--- src/rtl/sort_ctrl.sv ---
// Sample collector and result handshake for a median sort datapath.
// Gathers NUM_VALS samples into a packed frame and waits SORT_LAT+1 cycles
// for the median, then holds it until downstream accepts.
module sort_ctrl #(
   parameter  int NUM_VALS = 9,
   parameter  int SIZE     = 8,
   parameter  int SORT_LAT = 1,
   localparam int CNT_W    = $clog2(NUM_VALS + 1)
) (
   input  logic                     clk,
   input  logic                     rst_n,
   input  logic                     s_valid,
   input  logic [SIZE-1:0]          s_data,
   output logic                     s_ready,
   output logic [NUM_VALS*SIZE-1:0] sort_in,
   input  logic [SIZE-1:0]          sort_median,
   output logic                     m_valid,
   output logic [SIZE-1:0]          m_median,
   input  logic                     m_ready,
   output logic [CNT_W-1:0]         count,
   output logic [15:0]              frames_done
);

   localparam int WC_W = (SORT_LAT > 0) ? $clog2(SORT_LAT + 1) : 1;
   localparam logic [CNT_W-1:0] LAST_IDX = CNT_W'(NUM_VALS - 1);
   localparam logic [WC_W-1:0]  WAIT_LD  = WC_W'(SORT_LAT);

   typedef enum logic [1:0] {
      FILL = 2'd0,
      WAIT = 2'd1,
      OUT  = 2'd2
   } state_t;

   state_t          state, state_nxt;
   logic [WC_W-1:0] wait_cnt;
   logic            accept;
   logic            last_accept;
   logic            capture;
   logic            handshake;

   always_ff @(posedge clk or negedge rst_n) begin
      if (!rst_n) begin
         state <= FILL;
      end else begin
         state <= state_nxt;
      end
   end

   always_comb begin
      state_nxt   = state;
      s_ready     = 1'b0;
      accept      = 1'b0;
      last_accept = 1'b0;
      capture     = 1'b0;
      handshake   = 1'b0;
      case (state)
         FILL: begin
            s_ready = rst_n;
            if (s_valid) begin
               accept = 1'b1;
               if (count == LAST_IDX) begin
                  last_accept = 1'b1;
                  state_nxt   = WAIT;
               end
            end
         end
         WAIT: begin
            if (wait_cnt == '0) begin
               capture   = 1'b1;
               state_nxt = OUT;
            end
         end
         OUT: begin
            if (m_ready) begin
               handshake = 1'b1;
               state_nxt = FILL;
            end
         end
         default: state_nxt = FILL;
      endcase
   end

   // Frame capture: slot 0 (first sample) lands in the most-significant bits
   always_ff @(posedge clk or negedge rst_n) begin
      if (!rst_n) begin
         sort_in <= '0;
         count   <= '0;
      end else begin
         for (int i = 0; i < NUM_VALS; i++) begin
            if (accept && (count == CNT_W'(i))) begin
               sort_in[(NUM_VALS-1-i)*SIZE +: SIZE] <= s_data;
            end
         end
         if (accept) begin
            count <= count + 1'b1;
         end else if (handshake) begin
            count <= '0;
         end
      end
   end

   // WAIT length is SORT_LAT+1 cycles: loaded with SORT_LAT, captures at zero
   always_ff @(posedge clk or negedge rst_n) begin
      if (!rst_n) begin
         wait_cnt <= '0;
      end else if (last_accept) begin
         wait_cnt <= WAIT_LD;
      end else if (state == WAIT && wait_cnt != '0) begin
         wait_cnt <= wait_cnt - 1'b1;
      end
   end

   // Result register and frame counter
   always_ff @(posedge clk or negedge rst_n) begin
      if (!rst_n) begin
         m_median    <= '0;
         m_valid     <= 1'b0;
         frames_done <= '0;
      end else begin
         if (capture) begin
            m_median <= sort_median;
            m_valid  <= 1'b1;
         end else if (handshake) begin
            m_valid <= 1'b0;
         end
         if (handshake) begin
            frames_done <= frames_done + 16'd1;
         end
      end
   end

endmodule

--- config.mk ---
export PLATFORM = sky130hd
export DESIGN_NAME = sort_ctrl
export DESIGN_NICKNAME = d
export VERILOG_FILES = /design/src/rtl/sort_ctrl.sv
export SDC_FILE = /design/constraint.sdc
export NUM_CORES = 1
export LEC_CHECK = 0
export ABC_AREA = 1
export CAP_MARGIN = 20
export CORE_ASPECT_RATIO = 0.5
export CORE_MARGIN = 3
export CORE_UTILIZATION = 45
export DETAILED_ROUTE_END_ITERATION = 10
export GPL_TIMING_DRIVEN = 0
export PLACE_DENSITY = 0.87
export SYNTH_ARGS = -nofsm -noshare
export SYNTH_HDL_FRONTEND = slang
export SYNTH_SLANG_ARGS = --single-unit
--- constraint.sdc ---
create_clock -name clk -period 1.8 [get_ports clk]
set_input_delay 0.36 -clock clk [delete_from_list [all_inputs] [get_ports clk]]
set_output_delay 0.36 -clock clk [all_outputs]
set_load 0.1 [all_outputs]
---- Yosys cells after proc, flatten, opt, wreduce, memory -nomap -nowiden ----
Index checks and enable logic that the tools add are counted.
operators by class
  $add $sub $neg .......................... 3
  equal/unequal tests ..................... 14
  muxes and demuxes ....................... 21
  reductions and logical operators ........ 16
operators by type and width
  operator               number
  $add 16x1->16 const B  1
  $eq 4x3->1 const B     4
  $mux 1                 14
  $logic_and 1x1->1      10
  $eq 4x2->1 const B     2
  $mux 2                 4
  $mux 4                 2
  $ne 2x2->1 const B     4
  $pmux 2 s3             1
  $reduce_bool 2->1      3
  $add 4x1->4 const B    1
  $eq 4x1->1 const B     1
  $eq 4x4->1 const B     1
  $logic_not 4->1        1
  $reduce_and 4->1       1
  $eq 2x1->1 const B     1
  $eq 2x2->1 const B     1
  $logic_not 2->1        1
  $sub 1x1->1 const B    1
storage, ports and cells
  register bits ........................... 104
  bits of input ports ..................... 20
  output and inout bits ................... 102
  logic and storage cells ................. 69

---- Longest topological paths before layout ----
Gate-level depths: netlist of run 1.
  word-level depth ........................ 5
  depth in mapped cells ................... 9
  gate-level depth less buffers ........... 8

---- Least setup slack after synthesis of run 1 ----
No wires, ideal clock.
  path kind ............................... flip-flop to output port
  start point ............................. register state[1]
  end point ............................... output port s_ready
  arrival ................................. 1.787 ns
  required time ........................... 1.440 ns
  slack ................................... -0.347 ns
  cell stages (with the launch flop) ...... 4
  path buffers ............................ 0
  cells stage by stage .................... dfrtp_1 -> inv_2 -> nand2_1 -> nor2_1
on the way
  word-level cells in the longest chain between the ends .. 2
ends and longest elaborated chain
  element                 RTL line  RTL
  from (decl)             34        state_t state, state_nxt;
  from (signal assigned)  45        state <= state_nxt;
  $logic_not 2->1         56        case (state)
  $mux 1                  56
  to (decl)               14        output logic s_ready,
No other way between the ends.

---- Worst setup path in the final report of run 1 ----
  start point ............................. register count[2]
  end point ............................... output port count[2]
RTL lines
  element                 RTL line  RTL
  from (decl)             20        output logic [CNT_W-1:0] count,
  from (signal assigned)  95        count <= count + 1'b1;
No word-level cell between the ends.

==> results of run 1 <==
## through the flow
stage | hold WS, ns | utilization, % | cell area (sq um)
2_1_floorplan | 0.0644 | - | 4260
3_3_place_gp | 0.457 | 62.8 | 5620
3_5_place_dp | 0.333 | 63.1 | 5650
4_1_cts | 0.00735 | 68.4 | 6120
5_1_grt | 0.0205 | 68.4 | 6120
6_report | -0.00793 | 68.4 | 6120
## final timing paths
path | to | cells after the start | start
setup / recovery | count[2] | 1 | count[2]
hold / removal | sort_in[46] | 2 | rst_n
setup reg to reg | sort_in[5] | 5 | count[0]
hold reg to reg | state[1] | 1 | state[0]
max in group asynchronous | sort_in[32] | 3 | rst_n
min in group clk | state[1] | 1 | state[0]
## area by class of cell
cell class | instances | area (sq um) | share of cell area (%)
sequential | 104 | 2610 | 42.7
multi-input combinational | 251 | 1450 | 23.6
timing repair buffer | 124 | 1410 | 23.0
clock buffer | 10 | 229 | 3.74
tap | 117 | 146 | 2.39
buffer | 10 | 110 | 1.80
inverter | 25 | 95.1 | 1.55
clock inverter | 6 | 73.8 | 1.21
## cells in the mapped netlist, drive strengths merged
| master | number | area share, % |
|---|---|---|
| dfrtp | 104 | 61 |
| xor2 | 6 | 1.2 |
| clkinv | 1 | 0.12 |
| inv | 24 | 2.1 |
| buf | 10 | 2.6 |
| o21ai | 45 | 5.3 |
| nand4 | 7 | 2.6 |
| mux2 | 8 | 2.1 |
| nand2 | 77 | 7.9 |
| o22ai | 1 | 0.15 |
| nand3 | 9 | 1.5 |
| ha | 5 | 1.5 |
| nor2 | 53 | 6.4 |
| a21oi | 32 | 3.8 |
| xnor2 | 6 | 1.2 |
| o31ai | 1 | 0.18 |
| nand3b | 1 | 0.18 |
## logic make-up (layout without fill, tap and decap cells)
| family | count (synthesis) | count (layout) | synth area share [%] |
|---|---|---|---|
| AO/OA/AOI/OAI | 79 | 79 | 9.39 |
| XOR/XNOR | 12 | 12 | 2.47 |
| adder cells (fa/ha/maj) | 5 | 5 | 1.47 |
| buffers and inverters | 35 | 175 | 4.83 |
| flip-flops | 104 | 104 | 61.2 |
| multiplexers | 8 | 8 | 2.12 |
| AND/OR/NAND/NOR | 147 | 147 | 18.5 |
## state kept, by name, indices dropped and copies added (netlist names)
name         cells
sort_in         72
state            2
wait_cnt         1
m_valid          1
frames_done     16
count            4
m_median         8
## routing by layer
layer	track usage [%]	vias up	part of all wire, %
met3	5.46	22	4.7
met1	25.6	1661	41
met4	7.72	0	2.0
met5	0	-	0
met2	37.9	95	52
li1	-	1540	-
## repair_timing
action	CTS	global route
gates resized for setup	313	1
cloned	0	0
setup endpoints to repair	102	1
endpoints found under the hold margin	32	0
hold buffers	2	0
==> results.ini, run 1 <==
[outcome]
outcome = finished with violations
violations = negative hold slack

[routing]
wl_mm = 10.9
dr_total_vias = 3318
drc = 0
drtIter0Drc = 147
wl_per_cell_microns = 16.9
firstDrtPassIters = 4
via_per_inst = 5.13
ant_nets = 0

[final_layout]
antenna_cells = 0
area_growth_pct = 43.9
final_common_cell = clkdlybuf4s15_2
fin_cells = 647
nNetsFinal = 550
layout_common_cells = clkdlybuf4s15_2 (100), dfrtp_1 (96), nand2_1 (72)
fill_cells = 620
layout-drive-gt1-share_pct = 32.3

[logic_synthesis]
ys_seq_elements = 104
synth_warnings = 0
syn_area_per_cell_sq_um = 10.9
ys_seq_area_share_pct = 61.2
syn_area_sq_mm = 0.00425
synth.distinct_cells = 29
synth_cells = 390
synth_fp_nets = 415

[floorplan]
fp.dieH_microns = 74.7
row_count = 24
die_area_sq_mm = 0.0107
io_pins = 122
start_util_pct = 47.5
core_sq_mm = 0.00895
die_x_microns = 143

[setup_path]
crit_type = flip-flop to primary output
path_cells = clkdlybuf4s18_2
end_kind = primary output
worstPathRequired_ns = 1.44
crit_buf_inv = 1
r2r_slack_ns = 0.15
cpPeakStageDelay_ns = 0.58
crit_slowest_cell = clkdlybuf4s18_2
critPathArrivalTime_ns = 1.40
cp-start-kind = flip-flop
path_max_fanout = 6
path_delay_family = buffers and inverters

[clock_tree]
clk_latency_ns = 0.34
clkSlewWorstSetupHoldPaths_ns = 0.07
htree_levels = 3
post_cts_buffers = 0
clock_sink_count = 104
cts_buffer_depth = 2
cts-root-buf = clkbuf_16
cts_tree = done
cts_buffers = 9

[sta]
slew_headroom_pct = 61.9
hold_violations = 12
report.final.slew_viol_count = 0
setup_viol = 0
fmax_ghz = 0.569
finalWorstSetupSlack_ns = 0.0424
period_needed_ns = 1.76
tns_ns = 0
rsz0062_at_grt = no
fin_crit_sh_pct = 97.6
max_slew.worst_pin.slew_ns = 0.575
skew_ns = 0.00996
hold-worst-slack_ns = -0.00793

[global_routing]
gr-usage-all-layers_pct = 21.3
antenna_found_initial = 0
grt_max_degree = 74
overflow = 0
grt_pass1_vias = 3392
grt_pass1_wl_mm = 17.5

[placement]
dp_slack_ns = -1.08
io_buffers = 121
dp_hpwl_mm = 7.32
dp_cells = 629
place.gp.congestion = 0.775

[job]
cap_violations = 0

[hold_path]
holdCritPathClass = input port to asynchronous set/reset pin

Power of run 1 is left out: the tool's default activity adds up to more than one toggle a clock period on the data nets, which glitch-free logic cannot reach.
==> inputs of run 2 (changes only) <==
--- a/config.mk
+++ b/config.mk
@@ -6,6 +6,7 @@
 export NUM_CORES = 1
 export LEC_CHECK = 0
 export ABC_AREA = 1
+export ABC_CLOCK_PERIOD_IN_PS = 1800
 export CAP_MARGIN = 20
 export CORE_ASPECT_RATIO = 0.5
 export CORE_MARGIN = 3
@@ -13,6 +14,7 @@
 export DETAILED_ROUTE_END_ITERATION = 10
 export GPL_TIMING_DRIVEN = 0
 export PLACE_DENSITY = 0.87
+export SKIP_LAST_GASP = 1
 export SYNTH_ARGS = -nofsm -noshare
 export SYNTH_HDL_FRONTEND = slang
 export SYNTH_SLANG_ARGS = --single-unit
==> run 2 against run 1 <==
Compared with the run above: the run now ends clean; clock-buffer cell count unchanged; critical path depth did not move; setup slack better by 0.00096 ns; utilization fell by 0.18 points.
==> results.ini, run 2 (synthesized netlist as in run 1, its figures left out) <==
[setup_path]
reg2regPathDepth = 5
worstPathRequired_ns = 1.44
path_max_fanout = 6
path_cells = clkdlybuf4s18_2
cpPeakStageDelay_ns = 0.58
cp-start-kind = flip-flop
crit_slowest_cell = clkdlybuf4s18_2
r2r-start = count[0]
critPathArrivalTime_ns = 1.40
end_kind = primary output
r2r_slack_ns = 0.14
crit_buf_inv = 1
reg2reg_to = sort_in[5]
path_delay_family = buffers and inverters
crit_type = flip-flop to primary output

[routing]
drtIter0Drc = 169
drc = 0
firstDrtPassIters = 4
ant_nets = 0
dr_total_vias = 3304
wl_per_cell_microns = 16.8
via_per_inst = 5.11
wl_mm = 10.8

[clock_tree]
cts-root-buf = clkbuf_16
post_cts_buffers = 0
cts_buffers = 9
clkSlewWorstSetupHoldPaths_ns = 0.07
clk_latency_ns = 0.34
clock_sink_count = 104
cts_buffer_depth = 2
cts_tree = done
htree_levels = 3

[sta]
skew_ns = 0.0103
setup_viol = 0
hold_violations = 0
slew_headroom_pct = 61.6
rsz0062_at_grt = no
period_needed_ns = 1.76
report.final.slew_viol_count = 0
fmax_ghz = 0.569
tns_ns = 0
fin_crit_sh_pct = 97.6
max_slew.worst_pin.slew_ns = 0.579

[global_routing]
gr-usage-all-layers_pct = 21.4
grt_max_degree = 74
grt_pass1_wl_mm = 17.6
antenna_found_initial = 0
overflow = 0
grt_pass1_vias = 3386

[final_layout]
area_growth_pct = 43.5
top_regs = sort_in: 72 flops, frames_done: 16 flops, m_median: 8 flops
nNetsFinal = 550
largest_register = sort_in
final_common_cell = clkdlybuf4s15_2
layout-drive-gt1-share_pct = 32.3
antenna_cells = 0
final_util_pct = 68.2
layout_common_cells = clkdlybuf4s15_2 (100), dfrtp_1 (96), nand2_1 (72)
largest_reg_flops = 72

[outcome]
outcome = complete, no violations

[placement]
place.gp.congestion = 0.775
dp_hpwl_mm = 7.32
io_buffers = 121

[floorplan]
io_pins = 122
fp.dieH_microns = 74.7
core_sq_mm = 0.00895
die_x_microns = 143
start_util_pct = 47.5
die_area_sq_mm = 0.0107
row_count = 24

[job]
cap_violations = 0

[hold_path]
holdCritPathClass = input port to asynchronous set/reset pin

==> run 2: cell count changes in the layout (fill, tap and decap cells not counted) <==
cell / before / now
buf_6: 5 / 4
buf_4: 0 / 2
buf_12: 3 / 2
==> run 2: per-layer routing <==
metal / part of all wire [%] / GRT usage (%) / wire length [microns] / up-vias
met5: 0 / 0 / 0 / -
met1: 41 / 25.6 / 4450 / 1636
li1: - / - / - / 1544
met2: 52 / 37.9 / 5590 / 97
met4: 2.4 / 8.14 / 261 / 0
met3: 5.0 / 5.65 / 544 / 27
==> run 2: repair_timing <==
| action | CTS | global route |
|---|---|---|
| resized for setup | 309 | 1 |
| hold endpoints to repair | 32 | 0 |
| endpoints found under the setup margin | 102 | 1 |
| hold buffers | 2 | 0 |
| gates cloned | 0 | 0 |
==> run 2: final cells by class <==
class | instances | area [sq um]
timing repair buffer | 124 | 1390
sequential | 104 | 2610
inverter | 25 | 95.1
buffer | 10 | 110
fill | 619 | 2850
tap | 117 | 146
clock buffer | 10 | 229
clock inverter | 6 | 73.8
multi-input combinational | 251 | 1450
==> run 2: per-stage QoR <==
step	instances	hold WS (ns)	cell area, sq um	setup WS, ns
floorplan	390	0.0644	4260	0.0382
global placement	628	0.457	5620	-4.30
detailed placement	629	0.333	5650	-1.08
CTS	647	0.0466	6100	0.0164
global route	647	0.0645	6100	0.00260
finish	647	0.0274	6100	0.0434
==> run 2: how the worst max path moves through the flow <==
stage	start	to	slack [ns]	cells past startpoint
floorplan	frames_done[4]	frames_done[13]	0.04	5
global placement	rst_n	s_ready	-4.30	4
detailed placement	rst_n	s_ready	-1.08	5
CTS	count[2]	count[2]	0.02	1
global route	count[2]	count[2]	0.003	1
finish	count[2]	count[2]	0.04	1
Power of run 2 is left out for the same reason.
==> inputs of run 3 (changes only) <==
--- a/config.mk
+++ b/config.mk
@@ -14,7 +14,9 @@
 export DETAILED_ROUTE_END_ITERATION = 10
 export GPL_TIMING_DRIVEN = 0
 export PLACE_DENSITY = 0.87
+export SETUP_SLACK_MARGIN = 0.02
 export SKIP_LAST_GASP = 1
+export SLEW_MARGIN = 5
 export SYNTH_ARGS = -nofsm -noshare
 export SYNTH_HDL_FRONTEND = slang
 export SYNTH_SLANG_ARGS = --single-unit
==> run 3 against run 2 <==
Compared with the run above: register-to-register slack is essentially flat; critical path type unchanged; critical path depth stayed put; highest routed layer unchanged; the run now ends with negative hold slack left; maximum frequency rose by 2.7%; final area decreased by 0.70%.
==> results.ini, run 3 (synthesized netlist as in run 1, its figures left out) <==
[sta]
fmax_ghz = 0.584
rsz0062_at_grt = no
setup_viol = 0
report.final.slew_viol_count = 0
period_needed_ns = 1.71
fin_crit_sh_pct = 95.1
max_slew.worst_pin.slew_ns = 0.593
skew_ns = 0.00994
hold_violations = 66
tns_ns = 0
slew_headroom_pct = 60.7
hold-worst-slack_ns = -0.100

[clock_tree]
htree_levels = 3
clkSlewWorstSetupHoldPaths_ns = 0.07
post_cts_buffers = 0
cts_buffers = 9
clock_sink_count = 104
clk_latency_ns = 0.34
cts_hold_buf = 0
cts_tree = done
cts_buffer_depth = 2
cts-root-buf = clkbuf_16

[floorplan]
fp.dieH_microns = 74.7
die_area_sq_mm = 0.0107
die_x_microns = 143
core_sq_mm = 0.00895
row_count = 24
io_pins = 122
start_util_pct = 47.5

[final_layout]
top_regs = sort_in: 72 flops, frames_done: 16 flops, m_median: 8 flops
layout-drive-gt1-share_pct = 32.2
area_growth_pct = 42.5
largest_reg_flops = 72
nNetsFinal = 548
layout_common_cells = clkdlybuf4s15_2 (100), dfrtp_1 (96), nand2_1 (72)
antenna_cells = 0
largest_register = sort_in
final_common_cell = clkdlybuf4s15_2

[placement]
io_buffers = 121
dp_hpwl_mm = 7.47
place.gp.congestion = 0.775

[setup_path]
cpPeakStageDelay_ns = 0.58
path_max_fanout = 4
crit_slowest_cell = clkdlybuf4s15_2
end_kind = primary output
path_delay_family = buffers and inverters
worstPathRequired_ns = 1.44
critPathArrivalTime_ns = 1.35
path_cells = clkdlybuf4s15_2
crit_buf_inv = 1
crit_type = flip-flop to primary output
cp-start-kind = flip-flop

[routing]
via_per_inst = 5.20
ant_nets = 0
firstDrtPassIters = 6
drc = 0
wl_per_cell_microns = 17.3
drtIter0Drc = 144
wl_mm = 11.1
dr_total_vias = 3351

[outcome]
violations = negative hold slack
outcome = finished with violations

[global_routing]
overflow = 0
gr-usage-all-layers_pct = 21.6
grt_max_degree = 69
grt_pass1_vias = 3411
antenna_found_initial = 0
grt_pass1_wl_mm = 17.8

[hold_path]
holdCritPathClass = input port to asynchronous set/reset pin

[job]
cap_violations = 0

==> run 3: worst reg2reg max path, delay by kind of cell (launching register included) <==
family / cells / cell delay [ns]
AND/OR/NAND/NOR: 2 / 0.23
AO/OA/AOI/OAI: 1 / 0.31
flip-flops: 1 / 0.42
buffers and inverters: 4 / 0.59
==> run 3: worst paths after layout <==
path	startpoint	endpoint	slack, ns	cells after the start
max in group asynchronous	rst_n	count[2]	1.33	2
hold / removal	rst_n	sort_in[17]	-0.10	1
setup reg to reg	state[1]	sort_in[59]	0.14	7
hold reg to reg	m_valid	m_valid	0.49	2
setup / recovery	count[3]	count[3]	0.09	1
min in group clk	m_valid	m_valid	0.49	2
==> run 3: routing by layer <==
metal  GRT usage, %  vias up  routed length [microns]
met4           8.46        0                      286
met2           38.3      123                     5850
met3           5.65       21                      571
met1           26.0     1664                     4420
met5              0        -                        0
li1               -     1543                        -
==> run 3: repair_timing <==
item / 4_1_cts / 5_1_grt
hold endpoints to repair: 0 / 66
resized for setup: 307 / 9
endpoints found under the setup margin: 102 / 3
==> run 3: cell type report <==
| cell class | instances | area, sq um |
|---|---|---|
| fill | 634 | 2890 |
| sequential | 104 | 2610 |
| multi-input combinational | 251 | 1460 |
| timing repair buffer | 122 | 1360 |
| clock buffer | 10 | 229 |
| tap | 117 | 146 |
| buffer | 10 | 110 |
| inverter | 25 | 95.1 |
| clock inverter | 6 | 52.6 |
==> run 3: per-stage QoR <==
step	util [%]	instances	area, sq um	hold WS, ns	worst slack (ns)
2_1_floorplan	-	390	4260	0.0644	0.0382
3_3_place_gp	62.8	628	5620	0.457	-4.30
3_5_place_dp	63.0	629	5640	0.468	-1.04
4_1_cts	67.6	645	6050	0.0346	-0.248
5_1_grt	67.7	645	6060	-0.0773	0.0410
6_report	67.7	645	6060	-0.100	0.0888
Power of run 3 is left out for the same reason.
